<file path="src/rtl/kogge_stone_pipe.sv">
`default_nettype none
// ============================================================================
// kogge_stone_pipe : pipelined WIDTH-bit Kogge-Stone add/sub, valid/ready I/O
// Optional macro KS_OVF_EN adds the signed-overflow output V.  Rev 1.0
// ============================================================================
module kogge_stone_pipe #(
  parameter int WIDTH          = 32,
  parameter int LVLS_PER_STAGE = 2
) (
  input  logic             clk,
  input  logic             rst,
  input  logic             in_valid,
  output logic             in_ready,
  input  logic [WIDTH-1:0] A,
  input  logic [WIDTH-1:0] B,
  input  logic             Cin,
  input  logic             SUB,
  output logic             out_valid,
  input  logic             out_ready,
  output logic [WIDTH-1:0] S,
  output logic             Cout
`ifdef KS_OVF_EN
  ,
  output logic             V
`endif
);

  localparam int               c_nlvl = $clog2(WIDTH);
  localparam int               c_nstg = (c_nlvl + LVLS_PER_STAGE - 1) / LVLS_PER_STAGE;
  localparam int               c_last = c_nstg - 1;
  localparam logic [WIDTH-1:0] c_ones = '1;

  logic             w_adv;
  logic [WIDTH-1:0] w_beff, w_g0, w_p0, w_sum;
  logic             w_c0;

  // Index s holds the beat that has passed the capture stage and s prefix stages.
  logic             r_vld [c_nstg];
  logic [WIDTH-1:0] r_g   [c_nstg];
  logic [WIDTH-1:0] r_p   [c_nstg];
  logic [WIDTH-1:0] r_po  [c_nstg];
  logic             r_c0  [c_nstg];
  logic [WIDTH-1:0] w_gn  [c_nstg];
  logic [WIDTH-1:0] w_pn  [c_nstg];

  logic             r_ovld, r_cout;
  logic [WIDTH-1:0] r_s;

`ifdef KS_OVF_EN
  logic             r_am [c_nstg];
  logic             r_bm [c_nstg];
  logic             r_v;
  logic             w_ovf;
`endif

  assign w_adv    = ~r_ovld | out_ready;
  assign in_ready = w_adv;

  assign w_beff = SUB ? ~B : B;
  assign w_c0   = SUB | Cin;
  assign w_g0   = A & w_beff;
  assign w_p0   = A ^ w_beff;

  // Stage s applies the prefix levels k with k / LVLS_PER_STAGE == s.
  always_comb begin
    for (int s = 0; s < c_nstg; s++) begin
      w_gn[s] = r_g[s];
      w_pn[s] = r_p[s];
      for (int k = 0; k < c_nlvl; k++) begin
        if (k / LVLS_PER_STAGE == s) begin
          w_gn[s] = w_gn[s] | (w_pn[s] & (w_gn[s] << (1 << k)));
          w_pn[s] = w_pn[s] & ((w_pn[s] << (1 << k)) | ~(c_ones << (1 << k)));
        end
      end
    end
  end

  assign w_sum = r_po[c_last] ^ {w_gn[c_last][WIDTH-2:0], r_c0[c_last]};

`ifdef KS_OVF_EN
  assign w_ovf = (r_am[c_last] == r_bm[c_last]) & (w_sum[WIDTH-1] != r_am[c_last]);
`endif

  always_ff @(posedge clk) begin
    if (rst) begin
      for (int s = 0; s < c_nstg; s++) r_vld[s] <= 1'b0;
      r_ovld <= 1'b0;
      r_s    <= '0;
      r_cout <= 1'b0;
`ifdef KS_OVF_EN
      r_v    <= 1'b0;
`endif
    end else if (w_adv) begin
      r_vld[0] <= in_valid;
      if (in_valid) begin
        r_g[0]  <= {w_g0[WIDTH-1:1], w_g0[0] | (w_p0[0] & w_c0)};
        r_p[0]  <= w_p0;
        r_po[0] <= w_p0;
        r_c0[0] <= w_c0;
`ifdef KS_OVF_EN
        r_am[0] <= A[WIDTH-1];
        r_bm[0] <= w_beff[WIDTH-1];
`endif
      end
      // Data only moves with a valid beat so held outputs are never disturbed by bubbles.
      for (int s = 1; s < c_nstg; s++) begin
        r_vld[s] <= r_vld[s-1];
        if (r_vld[s-1]) begin
          r_g[s]  <= w_gn[s-1];
          r_p[s]  <= w_pn[s-1];
          r_po[s] <= r_po[s-1];
          r_c0[s] <= r_c0[s-1];
`ifdef KS_OVF_EN
          r_am[s] <= r_am[s-1];
          r_bm[s] <= r_bm[s-1];
`endif
        end
      end
      r_ovld <= r_vld[c_last];
      if (r_vld[c_last]) begin
        r_s    <= w_sum;
        r_cout <= w_gn[c_last][WIDTH-1];
`ifdef KS_OVF_EN
        r_v    <= w_ovf;
`endif
      end
    end
  end

  assign out_valid = r_ovld;
  assign S         = r_s;
  assign Cout      = r_cout;
`ifdef KS_OVF_EN
  assign V         = r_v;
`endif

endmodule
`default_nettype wire

</file>
<file path="config.mk">
export PLATFORM = sky130hd
export DESIGN_NAME = kogge_stone_pipe
export DESIGN_NICKNAME = d
export VERILOG_FILES = /design/src/rtl/kogge_stone_pipe.sv
export SDC_FILE = /design/constraint.sdc
export NUM_CORES = 1
export LEC_CHECK = 0
export ABC_AREA = 1
export CORE_ASPECT_RATIO = 0.9
export CORE_MARGIN = 2
export CORE_UTILIZATION = 30
export DETAILED_ROUTE_END_ITERATION = 12
export GPL_TIMING_DRIVEN = 0
export SYNTH_ARGS = -nofsm -noshare
export SYNTH_HDL_FRONTEND = slang
export SYNTH_SLANG_ARGS = --single-unit
</file>
<file path="constraint.sdc">
create_clock -name clk -period 7.95 [get_ports clk]
set_input_delay 1.59 -clock clk [delete_from_list [all_inputs] [get_ports clk]]
set_output_delay 1.59 -clock clk [all_outputs]
set_load 0.01 [all_outputs]
</file>
Word level (Yosys, flattened, before mapping)
Memory sizes are Yosys's and may differ from the RTL's.
Index checks and enable logic that the tools add are counted.
Operators by class
  equal/unequal tests: 0
  add/sub/neg operators: 0
  magnitude comparators: 0
  reduce and logical (&&, ||, !) cells: 1
  $mul: 0
  shifts and indexed selects: 0
  bitwise logic cells: 26
  div/mod/pow operators: 0
  multiplexer cells: 21
Operator list (number)
  bitwise AND 32 bit: 10
  OR 32 bit: 5
  XOR 32 bit: 2
  2-to-1 mux 32 bit: 1
  inverter 32 bit: 1
  2-to-1 mux 1 bit: 20
  OR 1 bit: 6
  AND reduction 2 bit: 1
  bitwise AND 1 bit: 1
  inverter 1 bit: 1
Word-level totals
  memories: 5
  RAM bits: 294
  output and inout bits: 35
  ROM bits: 0
  bits in registers: 34
  latch bits: 0
Memory list
  r_g: words 3, width 32, rd ports 3, clocked after Yosys merged registers in 0, wr ports 3, line 39  | logic [WIDTH-1:0] r_g [c_nstg];
  r_p: words 3, width 32, rd ports 3, clocked after Yosys merged registers in 0, wr ports 3, line 40  | logic [WIDTH-1:0] r_p [c_nstg];
  r_po: words 3, width 32, rd ports 3, clocked after Yosys merged registers in 0, wr ports 3, line 41  | logic [WIDTH-1:0] r_po [c_nstg];
  r_c0: words 3, width 1, rd ports 3, clocked after Yosys merged registers in 0, wr ports 3, line 42  | logic r_c0 [c_nstg];
  r_vld: words 3, width 1, rd ports 3, clocked after Yosys merged registers in 0, wr ports 3, line 38  | logic r_vld [c_nstg];

Logic depth before layout (Yosys ltp)
Gate-level depths: netlist (run 1).
  word-level depth: 6
  gate-level depth with buffers: 7

Worst setup path before layout (run 1)
OpenSTA, ideal clock, no wires.
  path type: in2reg
  start: in out_ready
  end: mem r_c0[1][0] (netlist: r_c0[0][1]) (enable)
  arrival: 5.825 ns
  stages on the path: 4
  setup slack: 1.579 ns
  required time: 7.404 ns
  path through: inv_1 -> nand2_2 -> nand2_1 -> nor2_1
RTL lines
  start: declaration: line 19  | input logic out_ready,
  end: declaration: line 42

Worst setup path in the final report (run 1)
  start: in out_ready
  end: out in_ready
Between the ends
  cells in the longest elaborated chain, start to end: 1
RTL lines
  OR 1 bit: line 56  | assign w_adv = ~r_ovld | out_ready;
  end: declaration: line 13  | output logic in_ready,
No other way between the ends.

==> flow_summary.toml, run 1 <==
[logic_synthesis]
synth_common_cells = "edfxtp_1 (242), nand2_1 (170), nor2_1 (115)"
syn_area_per_cell_sq_um = 12.7
ys_top_cells_by_area = "edfxtp_1 (66%), dfxtp_1 (6.2%), nand2_1 (5.8%)"
synth_top_area_cell = "edfxtp_1"
synth_cells = 861
synth_ff_type = "edfxtp_1"
syn_area_sq_um = 11000
synthArstFlopShare = 0
yosys.cell_count.top_type = "edfxtp_1"
ys_seq_area_frac = 0.725
ys_types = 23
synth.top_cell.area_share = 0.663
synth_edf_count = 242
synth_fp_nets = 963
yosys_warnings = 0
synth-seq-cells = 276

[timing]
setup_ws_ps = 3510
setup_viol = 0
slew_violations = 0
slew_headroom = 0.491
max_freq_ghz = 0.225
tightestPinTransition_ps = 762
min_period_ps = 4440
hold_violations = 0
finalCritPeriodShare = 0.559
rsz0062_at_grt = "false"
finalClockSkew_ps = 13.0

[cts]
cts_made_buffers = 28
clockBufferDepth = 3
postCtsSetupRepairBufs = 0
cts_tree = "done"
cts-hold-fix-buffers = 0
cts.sinks = 276
cts-root-buf = "clkbuf_16"
cts-resized-gates = 0
clk_pin_slew_ps = 60
clock_latency_ps = 540
htreeDepth = 1

[power_and_ir_drop]
p_per_area_nw_per_um2 = 228
irDropWorstVdd_uv = 190
leakage_nw = 4.99
p_total_w = 0.00310

[route]
wirelength_mm = 23.4
ant_nets = 0
num_vias = 6390
post-route-drc-count = 0
vias_per_cell = 4.27
first_pass_iters = 5
wire_per_inst_um = 15.6
initialDrtViolationCount = 415

[finish]
drive_gt1_frac = 0.0617
final_nets = 1103
finalNonFillerCells = 1497
area_growth_pct = 24.1
fillers = 3509
num_antenna_cells = 0

[floorplan]
io-pin-count = 105
fp.dieArea_sq_um = 38100
die_h_um = 185
core_region_area_sq_um = 36100
chipWidth_um = 206
num_rows = 66
start_util = 0.304

[hold_path]
hp-class = "register to register"

[placement]
routabilityCongestion = 0.868
portBuffers = 103
place_inst = 1447
dp_slack_ps = 3500
place_hpwl_mm = 18.1

[critical_path]
crit_chain = "clkdlybuf4s50_1, inv_1, nand2_2, clkdlybuf4s50_1"
cp.required_ps = 6360
cp.arrival_ps = 2850
rrSetupSlack_ps = 5610
startpoint_type = "input port"
path_common_cell = "clkdlybuf4s50_1"
cpPeakStageDelay_ps = 560
criticalPathCategory = "input port to primary output"
crit_path_end_kind = "primary output"
cp_max_fo = 4
crit_slowest_cell = "clkdlybuf4s50_1"

[global_route]
met1_usage = 0.181
met3_usage = 0.0238
antenna_found_initial = 0
grt_pass1_vias = 6176
grt_pass1_wl_mm = 35.2
grt-busiest-layer = "met1"
grt_use_total = 0.122
grt_max_degree = 37
gr-usage-met2 = 0.181
gr-total-overflow = 0

[status]
status = "finished clean"

[flow_run]
cap_violations = 0
==> final timing paths <==
path          startpoint     endpoint  cells past startpoint
max            out_ready     in_ready                      4
min          r_po[0][60]  r_po[0][92]                      0
max reg2reg    out_valid  r_po[0][61]                      5
min reg2reg  r_po[0][60]  r_po[0][92]                      0
==> cell families (layout without fill, tap and decap cells) <==
group           after synthesis  in the layout  synth area share
simple gates                319            319             0.114
flops                       276            276             0.725
compound gates              115            115            0.0563
buf+inv                      70            230            0.0292
xor+xnor                     49             49            0.0391
fa+ha+maj                    32             32            0.0365
==> placed cells by master (no fill, tap or decap), types with 3 or more instances in the layout <==
cell / netlist / final
nor2_4: 0 / 3
buf_16: 0 / 3
xor2_1: 49 / 49
edfxtp_1: 242 / 242
nor2_1: 115 / 112
buf_4: 3 / 3
clkinv_1: 1 / 8
inv_1: 55 / 55
dfxtp_1: 34 / 34
clkdlybuf4s50_1: 0 / 103
clkbuf_1: 3 / 8
a21o_1: 8 / 8
buf_12: 0 / 4
a21oi_1: 66 / 66
buf_6: 6 / 6
o21ai_0: 36 / 36
clkinv_2: 0 / 7
ha_1: 32 / 32
clkbuf_16: 0 / 28
nand2_1: 170 / 170
o21bai_1: 4 / 4
nand3_1: 30 / 30
==> per-layer routing <==
layer	wire, um	vias to the layer above	part of all wire
li1	-	3261	-
met3	1540	41	0.066
met4	619	0	0.027
met2	9810	189	0.42
met5	0	-	0
met1	11400	2899	0.49
==> where the power goes <==
group,switching (W),internal (W),leakage (nW)
Sequential,0.0000391,0.00165,2.52
Combinational,0.000117,0.000102,2.06
Clock,0.000519,0.000675,0.410
Total,0.000675,0.00243,4.99
==> state kept, by name (all words and copies together) (netlist names) <==
signal	count
S	32
r_po	62
r_p	78
r_c0	3
Cout	1
out_valid	1
r_g	96
r_vld	3
==> layout make-up <==
class                      instances  area [sq um]  area share
sequential                       276          7950       0.584
clock buffer                      33           719      0.0529
timing repair buffer             110          1190      0.0877
buffer                            13           106     0.00781
multi-input combinational        515          2720       0.200
clock inverter                    17           115     0.00846
inverter                          57           214      0.0157
tap                              476           596      0.0438
==> critical path: cells and delay by family <==
kind | cells | cell delay (ps)
buffers and inverters | 3 | 1110
AND/OR/NAND/NOR | 1 | 150
==> per-stage QoR <==
step	utilization	setup TNS [ps]	area, sq um	hold slack [ps]
after floorplan	-	0	11000	400
after global placement	0.349	-59220	12600	404
after detailed placement	0.354	0	12800	405
after CTS	0.377	0	13600	418
after global routing	0.377	0	13600	425
final	0.377	0	13600	417
(Power assumes the default switching activity.)
==> inputs of run 2 (changes only) <==
- clock period: 7.95 -> 4.4 ns (I/O delays scaled with it)
==> run 2 against run 1 <==
Against the previous run: register-to-register slack got worse by 3300 ps; final cell count rose by 0.13%; power rose by 87%; count of clock-buffer cells in the layout rose by 3; wire length rose by 0.28%; die area did not move; worst hold slack got worse by 2.1 ps; sequential share of layout area fell by 0.29 points; non-clock buffer count did not move; largest cell class unchanged; highest routed layer unchanged.
==> flow_summary.toml, run 2 (synthesis gave the netlist of run 1 again) <==
[hold_path]
hp-start = "r_po[0][62]"
hold_end = "r_po[0][94]"
hp-class = "register to register"
hold_depth = 0

[global_route]
gr-total-overflow = 0
grt_pass1_vias = 6346
grt-busiest-layer = "met2"
grt_use_total = 0.125
met3_usage = 0.0216
gr-usage-met2 = 0.185
met1_usage = 0.185
antenna_found_initial = 0
grt_max_degree = 37
grt_pass1_wl_mm = 36.1

[route]
wirelength_mm = 23.4
post-route-drc-count = 0
initialDrtViolationCount = 452
ant_nets = 0
first_pass_iters = 4
vias_per_cell = 4.24
wire_per_inst_um = 15.6
num_vias = 6350

[critical_path]
rrSetupSlack_ps = 2320
reg2reg_to = "r_po[0][55]"
startpoint_type = "input port"
cp.arrival_ps = 2130
crit_path_end_kind = "primary output"
cp.required_ps = 3520
reg2regPathDepth = 5
cp_max_fo = 4
criticalPathCategory = "input port to primary output"
crit-reg2reg-launch = "out_valid"

[cts]
cts-root-buf = "clkbuf_16"
clk_pin_slew_ps = 60
clock_latency_ps = 560
cts_tree = "done"
cts_made_buffers = 29
cts-hold-fix-buffers = 0
postCtsSetupRepairBufs = 0
cts.sinks = 276
clockBufferDepth = 3
htreeDepth = 1
cts-resized-gates = 0

[power_and_ir_drop]
p_per_area_nw_per_um2 = 424
irDropWorstVdd_uv = 310
leakage_nw = 5.02

[floorplan]
num_rows = 66
start_util = 0.304
core_region_area_sq_um = 36100
io-pin-count = 105
die_h_um = 185
chipWidth_um = 206
fp.dieArea_sq_um = 38100

[finish]
largest_reg_flops = 96
num_antenna_cells = 0
multi_input_area_sq_um = 2720
final_common_cell = "edfxtp_1"
largest-register = "r_g"
drive_gt1_frac = 0.0616
final_nets = 1104
regArea_sq_um = 7950
finalNonFillerCells = 1499
final_cell_mix = "edfxtp_1 (242), nand2_1 (170), nor2_1 (112)"
area_growth_pct = 24.8
fin_util = 0.379
reg_top3 = "r_g (96), r_p (78), r_po (62)"
fillers = 3442
stdcell_area_sq_um = 13700

[timing]
setup_ws_ps = 1390
setup_viol = 0
min_period_ps = 3010
slew_headroom = 0.620
rsz0062_at_grt = "false"
finalCritPeriodShare = 0.683
finalClockSkew_ps = 16.3
max_freq_ghz = 0.333
tns_ps = 0
tightestPinTransition_ps = 568
slew_violations = 0
hold_violations = 0

[placement]
placement.cell_area_sq_um = 12800
place_inst = 1447
dp_slack_ps = 1230
portBuffers = 103
place_hpwl_mm = 18.2
routabilityCongestion = 0.888

[flow_run]
cap_violations = 0

[status]
status = "finished clean"
[run 2: changes by cell type in the layout (fill, tap and decap cells not counted)]
cell | previous run | this run
bufinv_16 | 1 | 3
clkbuf_16 | 28 | 29
clkinvlp_4 | 1 | 0
buf_12 | 4 | 6
clkbuf_1 | 8 | 10
clkinv_8 | 1 | 0
buf_16 | 3 | 1
clkinv_2 | 7 | 4
inv_16 | 0 | 1
clkinv_4 | 0 | 1
[run 2: worst max-delay path by stage]
stage,cells past startpoint,endpoint,start
after floorplan,4,r_c0[0][1],out_ready
after global placement,5,r_po[0][56],out_ready
after detailed placement,7,r_p[0][57],out_ready
after CTS,4,in_ready,out_ready
after global routing,4,in_ready,out_ready
final,4,in_ready,out_ready
[run 2: metal layers]
layer | vias to the layer above | wire, um
li1 | 3258 | -
met1 | 2882 | 11500
met2 | 167 | 9870
met3 | 43 | 1330
met4 | 0 | 692
met5 | - | 0
[run 2: worst max-delay path, stage by stage]
cell and delay (ps):
clkdlybuf4s50_1 450, inv_1 100, nand2_2 140, clkdlybuf4s50_1 550
[run 2: area by class of cell]
type                    count  share of cell area
clock buffers              36              0.0550
inverters                  57              0.0156
clock inverters            16              0.0121
multi-input cells         515               0.199
plain buffers              13             0.00778
well taps                 476              0.0435
flip-flops and latches    276               0.581
repair buffers            110              0.0862
[run 2: stage by stage]
| step | power [W] | hold slack (ps) |
|---|---|---|
| 3_5_place_dp | 0.00351 | 405 |
| 6_report | 0.00579 | 415 |
| 5_1_grt | 0.00603 | 423 |
| 2_1_floorplan | 0.00329 | 400 |
| 4_1_cts | 0.00587 | 416 |
| 3_3_place_gp | 0.00349 | 405 |
[run 2: power by group]
part           switching (W)  internal, W
Combinational       0.000209     0.000183
Sequential         0.0000713      0.00298
Clock               0.000962      0.00139
Total                0.00124      0.00455
==> inputs of run 3 (changes only) <==
- clock period: 4.4 -> 2.7 ns (I/O delays scaled with it)
==> run 3 against run 2 <==
Against the previous run: combinational power rose by 63%; register-to-register slack got worse by 1900 ps; clock power rose by 69%; sequential power rose by 63%; global-route usage fell by 0.23 points; non-clock buffer count fell by 1; largest cell class unchanged; design area rose by 0.16%; die area did not move.
==> flow_summary.toml, run 3 (synthesis gave the netlist of run 1 again) <==
[critical_path]
crit_start = "out_ready"
crit_path_end_kind = "register"
crit-reg2reg-launch = "out_valid"
reg2regPathDepth = 5
cp.required_ps = 2940
cp_max_fo = 35
cp.arrival_ps = 2660
startpoint_type = "input port"
rrSetupSlack_ps = 450
reg2reg_to = "r_p[0][58]"
criticalPathCategory = "input port to register"

[finish]
num_antenna_cells = 0
drive_gt1_frac = 0.0654
stdcell_area_sq_um = 13700
final_nets = 1103
largest_reg_flops = 96
fillers = 3436
final_cell_mix = "edfxtp_1 (242), nand2_1 (169), nor2_1 (112)"
area_growth_pct = 24.9
largest-register = "r_g"
final_common_cell = "edfxtp_1"
reg_top3 = "r_g (96), r_p (78), r_po (62)"

[hold_path]
hp-start = "r_po[0][35]"
hold_depth = 0
hp-class = "register to register"
hold_end = "r_po[0][67]"

[timing]
slew_headroom = 0.444
setup_ws_ps = 283
tightestPinTransition_ps = 832
holdWs_ps = 417
finalClockSkew_ps = 14.3
setup_viol = 0
hold_violations = 0
finalCritPeriodShare = 0.895
slew_violations = 0
min_period_ps = 2420
rsz0062_at_grt = "false"
max_freq_ghz = 0.414

[cts]
cts-root-buf = "clkbuf_16"
htreeDepth = 1
clockBufferDepth = 3
cts_tree = "done"
clock_latency_ps = 550
postCtsSetupRepairBufs = 0
cts-resized-gates = 0
cts_made_buffers = 29
clk_pin_slew_ps = 60
cts.sinks = 276
cts-hold-fix-buffers = 0

[route]
ant_nets = 0
post-route-drc-count = 0
wire_per_inst_um = 15.5
vias_per_cell = 4.24
wirelength_mm = 23.3
initialDrtViolationCount = 466
num_vias = 6365
first_pass_iters = 5

[placement]
placement.cell_area_sq_um = 12700
dp_slack_ps = -294
portBuffers = 103
place_hpwl_mm = 18.1
routabilityCongestion = 0.878

[power_and_ir_drop]
pwr-share-comb = 0.067
irDropWorstVdd_uv = 443
swShare = 0.214
p_switching_w = 0.00205
power_frac_clock = 0.414
p_int_w = 0.00752
leakage_nw = 5.03
p_per_area_nw_per_um2 = 699
p_seq_frac = 0.519

[global_route]
antenna_found_initial = 0
gr-total-overflow = 0
grt_max_degree = 36
grt_pass1_wl_mm = 35.5
grt_pass1_vias = 6340
grt_use_total = 0.123

[floorplan]
core_region_area_sq_um = 36100
chipWidth_um = 206
num_rows = 66
start_util = 0.304
die_h_um = 185
io-pin-count = 105
fp.dieArea_sq_um = 38100

[status]
status = "finished clean"

[flow_run]
cap_violations = 0
[run 3: worst max-delay path by stage]
stage                     slack (ps)     endpoint  cells past startpoint
after floorplan                 -0.8   r_c0[0][1]                      4
final                            280   r_p[0][58]                      7
after CTS                        280   r_p[0][62]                      7
after global routing             160   r_p[0][58]                      7
after detailed placement        -290  r_po[0][61]                      7
after global placement         -1120  r_po[0][59]                      5
[run 3: worst max-delay path, cell delays in order]
cell             delay (ps)
clkdlybuf4s50_1         460
inv_1                   100
nand2_2                 170
nand2_4                 120
nor2_4                  670
buf_12                  300
buf_12                  240
[run 3: layer usage]
metal | share of wire | track usage | wire, um
met5 | 0 | 0 | 0
met4 | 0.021 | 0.0331 | 498
met3 | 0.062 | 0.0213 | 1450
met2 | 0.42 | 0.186 | 9790
met1 | 0.50 | 0.182 | 11500
[run 3: power groups by stage]
stage	sequential (W)	combinational [W]	clock [W]
after floorplan	0.00504	0.000321	0
after detailed placement	0.00507	0.000648	0
after global placement	0.00507	0.000624	0
final	0.00497	0.000638	0.00396
after global routing	0.00500	0.000726	0.00420
after CTS	0.00498	0.000653	0.00405
[run 3: cell type report]
type / count / area, sq um / area share
Clock buffer: 37 / 756 / 0.0552
Sequential cell: 276 / 7950 / 0.580
Buffer: 13 / 106 / 0.00776
Inverter: 57 / 214 / 0.0156
Tap cell: 476 / 596 / 0.0435
Timing Repair Buffer: 109 / 1150 / 0.0840
Multi-Input combinational cell: 515 / 2730 / 0.199
Clock inverter: 17 / 203 / 0.0148
[run 3: through the flow]
stage | setup TNS [ps] | cells | util | power [W]
floorplan | -73.1 | 861 | - | 0.00536
global placement | -201850 | 1440 | 0.350 | 0.00569
detailed placement | -13310 | 1446 | 0.353 | 0.00571
CTS | 0 | 1500 | 0.380 | 0.00967
global route | 0 | 1500 | 0.380 | 0.00992
finish | 0 | 1500 | 0.380 | 0.00958
